==> config.mk <==
export PLATFORM = sky130hd
export DESIGN_NAME = tach_gate_timer
export DESIGN_NICKNAME = d
export VERILOG_FILES = /design/src/rtl/tach_gate_timer.sv
export SDC_FILE = /design/constraint.sdc
export NUM_CORES = 1
export LEC_CHECK = 0
export ABC_AREA = 1
export ABC_CLOCK_PERIOD_IN_PS = 4350
export CAP_MARGIN = 20
export CORE_MARGIN = 4
export CORE_UTILIZATION = 57
export CTS_BUF_LIST = sky130_fd_sc_hd__clkbuf_4 sky130_fd_sc_hd__clkbuf_8
export DETAILED_ROUTE_END_ITERATION = 7
export GPL_TIMING_DRIVEN = 0
export PLACE_DENSITY_LB_ADDON = 0.15
export SLEW_MARGIN = 25
export SYNTH_ARGS = -nofsm -noshare
export SYNTH_HDL_FRONTEND = slang
export SYNTH_SLANG_ARGS = --single-unit
==> constraint.sdc <==
create_clock -name clk -period 4.35 [get_ports clk]
set_clock_uncertainty 0.15 [all_clocks]
set_input_delay 0.87 -clock clk [delete_from_list [all_inputs] [get_ports clk]]
set_output_delay 0.87 -clock clk [all_outputs]
set_load 0.1 [all_outputs]
==> src/rtl/tach_gate_timer.sv <==
// Measurement-window generator for the encoder tachometer.
// Each window runs CLEAR (timer_reset), GATE (timer_on) and HOLD phases.
// Windows start on a start pulse or run back-to-back in continuous mode.
module tach_gate_timer #(
  parameter int unsigned GATE_W       = 32,
  parameter int unsigned HOLD_W       = 16,
  parameter int unsigned CLEAR_CYCLES = 4,
  parameter int unsigned CNT_W        = 16
) (
  input  logic              clk,
  input  logic              system_reset,
  input  logic              enable,
  input  logic              continuous,
  input  logic              start,
  input  logic              abort,
  input  logic [GATE_W-1:0] gate_cycles,
  input  logic [HOLD_W-1:0] holdoff_cycles,
  output logic              timer_reset,
  output logic              timer_on,
  output logic              window_done,
  output logic              busy,
  output logic [CNT_W-1:0]  window_count
);

  // Clear counter only needs to hold CLEAR_CYCLES-1.
  localparam int unsigned CLR_W = (CLEAR_CYCLES > 1) ? $clog2(CLEAR_CYCLES) : 1;

  typedef enum logic [1:0] {
    ST_IDLE  = 2'd0,
    ST_CLEAR = 2'd1,
    ST_GATE  = 2'd2,
    ST_HOLD  = 2'd3
  } state_t;

  state_t              state_q, state_d;
  logic [CLR_W-1:0]    clr_cnt_q, clr_cnt_d;
  logic [GATE_W-1:0]   gate_cnt_q, gate_cnt_d;
  logic [HOLD_W-1:0]   hold_cnt_q, hold_cnt_d;
  logic [GATE_W-1:0]   g_len_q, g_len_d;
  logic [HOLD_W-1:0]   h_len_q, h_len_d;
  logic [CNT_W-1:0]    count_d;
  logic                timer_reset_d;
  logic                timer_on_d;
  logic                window_done_d;
  logic                busy_d;
  logic                load_window;
  logic                run_cont;

  assign run_cont = enable & continuous;

  // Next-state, phase counters and next values of the registered outputs.
  always_comb begin
    state_d       = state_q;
    clr_cnt_d     = clr_cnt_q;
    gate_cnt_d    = gate_cnt_q;
    hold_cnt_d    = hold_cnt_q;
    g_len_d       = g_len_q;
    h_len_d       = h_len_q;
    count_d       = window_count;
    window_done_d = 1'b0;
    load_window   = 1'b0;

    unique case (state_q)
      ST_IDLE: begin
        if (start || run_cont) begin
          state_d     = ST_CLEAR;
          load_window = 1'b1;
        end
      end

      ST_CLEAR: begin
        if (clr_cnt_q == '0) begin
          state_d    = ST_GATE;
          // Count down from len-1 so all-ones lengths never overflow.
          gate_cnt_d = g_len_q - GATE_W'(1);
        end else begin
          clr_cnt_d = clr_cnt_q - CLR_W'(1);
        end
      end

      ST_GATE: begin
        if (gate_cnt_q == '0) begin
          state_d       = ST_HOLD;
          hold_cnt_d    = h_len_q - HOLD_W'(1);
          window_done_d = 1'b1;
          count_d       = window_count + CNT_W'(1);
        end else begin
          gate_cnt_d = gate_cnt_q - GATE_W'(1);
        end
      end

      ST_HOLD: begin
        if (hold_cnt_q == '0) begin
          if (run_cont) begin
            state_d     = ST_CLEAR;
            load_window = 1'b1;
          end else begin
            state_d = ST_IDLE;
          end
        end else begin
          hold_cnt_d = hold_cnt_q - HOLD_W'(1);
        end
      end

      default: begin
        state_d = ST_IDLE;
      end
    endcase

    // Window lengths are frozen at CLEAR entry; zero means one cycle.
    if (load_window) begin
      g_len_d   = (gate_cycles == '0) ? GATE_W'(1) : gate_cycles;
      h_len_d   = (holdoff_cycles == '0) ? HOLD_W'(1) : holdoff_cycles;
      clr_cnt_d = CLR_W'(CLEAR_CYCLES - 1);
    end

    // Abort cancels the window without completing or counting it.
    if (abort) begin
      state_d       = ST_IDLE;
      window_done_d = 1'b0;
      count_d       = window_count;
    end

    timer_reset_d = (state_d == ST_CLEAR);
    timer_on_d    = (state_d == ST_GATE);
    busy_d        = (state_d != ST_IDLE);
  end

  // State, counters and output registers.
  always_ff @(posedge clk) begin
    if (system_reset) begin
      state_q      <= ST_IDLE;
      clr_cnt_q    <= '0;
      gate_cnt_q   <= '0;
      hold_cnt_q   <= '0;
      g_len_q      <= GATE_W'(1);
      h_len_q      <= HOLD_W'(1);
      timer_reset  <= 1'b0;
      timer_on     <= 1'b0;
      window_done  <= 1'b0;
      busy         <= 1'b0;
      window_count <= '0;
    end else begin
      state_q      <= state_d;
      clr_cnt_q    <= clr_cnt_d;
      gate_cnt_q   <= gate_cnt_d;
      hold_cnt_q   <= hold_cnt_d;
      g_len_q      <= g_len_d;
      h_len_q      <= h_len_d;
      timer_reset  <= timer_reset_d;
      timer_on     <= timer_on_d;
      window_done  <= window_done_d;
      busy         <= busy_d;
      window_count <= count_d;
    end
  end

endmodule
==> summary.txt <==
Yosys
  – Ys Warns: 0
  – Synth top area cells: dfxtp_1 (33%), nand2_1 (19%), nor2_1 (14%)
  – Synth Instances: between 1000 and 1500
  – Syn_area_per_cell: ~5.9 sq um
  – Mapped Nets: ~1300
  – Synthesized flop and latch total: 120
  – Yosys cell types: 34
  – Seq/Total Area, Yosys: between 30% and 40%
  – Top-area cell type share of the netlist area: approximately a third
  – Cell type with the largest total area after synthesis: dfxtp_1
  – Synth Cell Area: 7312 sq um

Critical path
  – Largest stage delay, worst path: ~1.2 ns
  – CP max stage cell: clkdlybuf4s50_1
  – Crit end category: output pin
  – CP required: approximately 3.3 ns
  – Type of the worst setup path: reg2out
  – Crit path max-delay family: buffers and inverters
  – Cells along the critical path: clkdlybuf4s50_1
  – CP arrival: 2.09 ns
  – Startpoint Class: register
  – CP bufs+invs: 1
  – Crit Path Max Fanout: 6

GRT
  – Largest net degree at the start of global routing: 17
  – All-layer global routing usage: roughly 28%
  – First-pass GRT wire length: 33200 um
  – Initial antenna violation count: 0
  – Total grt overflow: 0
  – Vias in the first global route: roughly 7200

Routing
  – Drt wl/cell: 13.32 um
  – Via Count: around 7800
  – Vias per cell: 5.122
  – DRC Markers: 0
  – Routed Antenna Nets: 0
  – Drt total wl: around 20000 um
  – DRT iter0 DRCs: 626
  – Drt pass-1 iters: 5

Clock network
  – H-tree levels: 4
  – # hold bufs at CTS: 0
  – Post-CTS resize count: 0
  – Reg clk slew, reported paths: about 0.07 ns
  – Clk_lat worst skew: roughly 0.46 ns
  – CTS Sinks: 120
  – Number of buffers created by CTS: 17
  – Max clock buf depth: 2
  – Postcts setup bufs: 0
  – CTS root buf: clkbuf_8
  – CTS tree: built

Hold path
  – Worst hold path class: reg2reg

Timing
  – Final hold slack: 0.3085 ns
  – Fin crit share: between 70% and 80%
  – Setup TNS: 0 ns
  – Final hold violation count: 0
  – Fmax: roughly 320 MHz
  – Worst slew margin: between 30% and 40%
  – RSZ-0062 raised after global routing: no
  – Worst slew pin tran: around 1 ns
  – Post-layout min period: 3.108 ns
  – Setup-failing EPs final: 0
  – Count of final max-slew check failures: 0

Die
  – Die X: 121.3 um
  – Core area: 12570 sq um
  – Starting density of the core: approximately three fifths
  – Die height: roughly 120 um
  – Die area: about 15000 sq um
  – I/O Pins: 74
  – Num rows: 41

Flow run
  – MaxCap Viol Count: 0

Placement
  – PortBufs: 73
  – Cell Area, Placed: around 8300 sq um
  – Placed insts: roughly 1500
  – DP Wirelength: ~15000 um
  – Final GP Congestion: a little over 0.9

Finish
  – Final Non-Filler Cells: between 1500 and 2000
  – Filler instances: between 1000 and 1500
  – Area Growth Syn to Fin: 18.07%
  – Commonest non-fill, non-tap cells in the layout: nand2_1 (373), nor2_1 (264), inv_1 (141), dfxtp_1 (120), o21ai_0 (91)
  – Final Util: 68.69%
  – Antenna diode count: 0
  – Final #Nets: 1395
  – Commonest non-fill, non-tap cell in the layout: nand2_1
  – Fraction of layout instances using a drive strength above 1: 7.068%
  – Cell area after layout: 8633 sq um
  – Register Area: approximately 2400 sq um
  – Multi-input logic area: 4123 sq um

Power and ir drop
  – Pwr Density: 360.8 nW/um^2
  – Leak Pwr: a little over 4 nW
  – Peak supply drop: 288.0 uV

Status
  – Status: finished clean
worst paths after layout:
check	from	to	slack [ns]	cells past startpoint
worst min register to register	h_len_q[0]	h_len_q[0]	0.31	2
worst max register to register	state_q[0]	gate_cnt_q[24]	1.53	15
worst min-delay path	h_len_q[0]	h_len_q[0]	0.31	2
worst max-delay path	window_count[0]	window_count[0]	1.24	1
per-layer routing:
metal  vias to the layer above  GRT usage, %  wire (um)  part of all wire (%)
met2                       216         49.29       9785                    48
met5                         -             0          0                     0
met3                        34         6.200       1136                   5.6
met1                      3507         35.06       8801                    44
met4                         0         9.734        463                   2.3
li1                       4008             -          -                     -
cell type report:
class | count | area share (%)
inverters | 146 | 6.348
repair buffers | 73 | 8.464
clock inverters | 11 | 1.159
flip-flops and latches | 120 | 27.83
multi-input cells | 929 | 47.75
well taps | 172 | 2.493
clock buffers | 20 | 3.188
plain buffers | 45 | 2.768
registers in the layout, indices dropped and copies added (netlist names):
register / flops
timer_reset: 1
hold_cnt_q: 16
h_len_q: 16
clr_cnt_q: 2
timer_on: 1
gate_cnt_q: 32
window_done: 1
state_q: 2
busy: 1
window_count: 16
g_len_q: 32
synthesized netlist by cell type:
cell / instances
a31oi_1: 1
nand2_2: 17
and3_1: 4
dfxtp_1: 120
nand4_1: 9
ha_1: 9
nand3_1: 51
o21bai_1: 2
a21oi_1: 39
nand2_4: 1
nor3_1: 8
buf_6: 3
o21ai_2: 1
buf_4: 4
nor2_4: 2
inv_2: 2
xnor2_1: 7
o21ai_1: 6
or2_2: 1
nor2_1: 264
mux2i_1: 1
nand2_1: 373
nand3b_1: 4
buf_2: 17
inv_1: 141
nor2_2: 14
xor2_1: 11
nor2_8: 1
nor4_1: 8
clkinv_1: 3
clkbuf_1: 20
buf_8: 1
nor3b_1: 4
o21ai_0: 91
power by group:
group / switching (W) / internal, W
sequential: 0.0000519 / 0.00120
combinational: 0.000587 / 0.000303
clock: 0.000485 / 0.000492
metrics by stage:
stage,setup slack [ns],total power [W]
finish,1.242,0.003114
global route,1.157,0.003307
CTS,1.218,0.003116
detailed placement,1.387,0.002147
global placement,1.438,0.002132
floorplan,1.966,0.001904
logic make-up (layout without fill, tap and decap cells):
kind of cell	Yosys count	in the layout	share of synthesized area (%)
XOR/XNOR	18	18	2.156
multiplexers	1	1	0.1369
adder cells (fa/ha/maj)	9	9	1.540
flip-flops	120	120	32.85
AND/OR/NAND/NOR	761	761	42.83
AO/OA/AOI/OAI	140	140	9.719
buffers and inverters	191	295	10.76
Note: power is estimated with default switching activity, not from simulation.
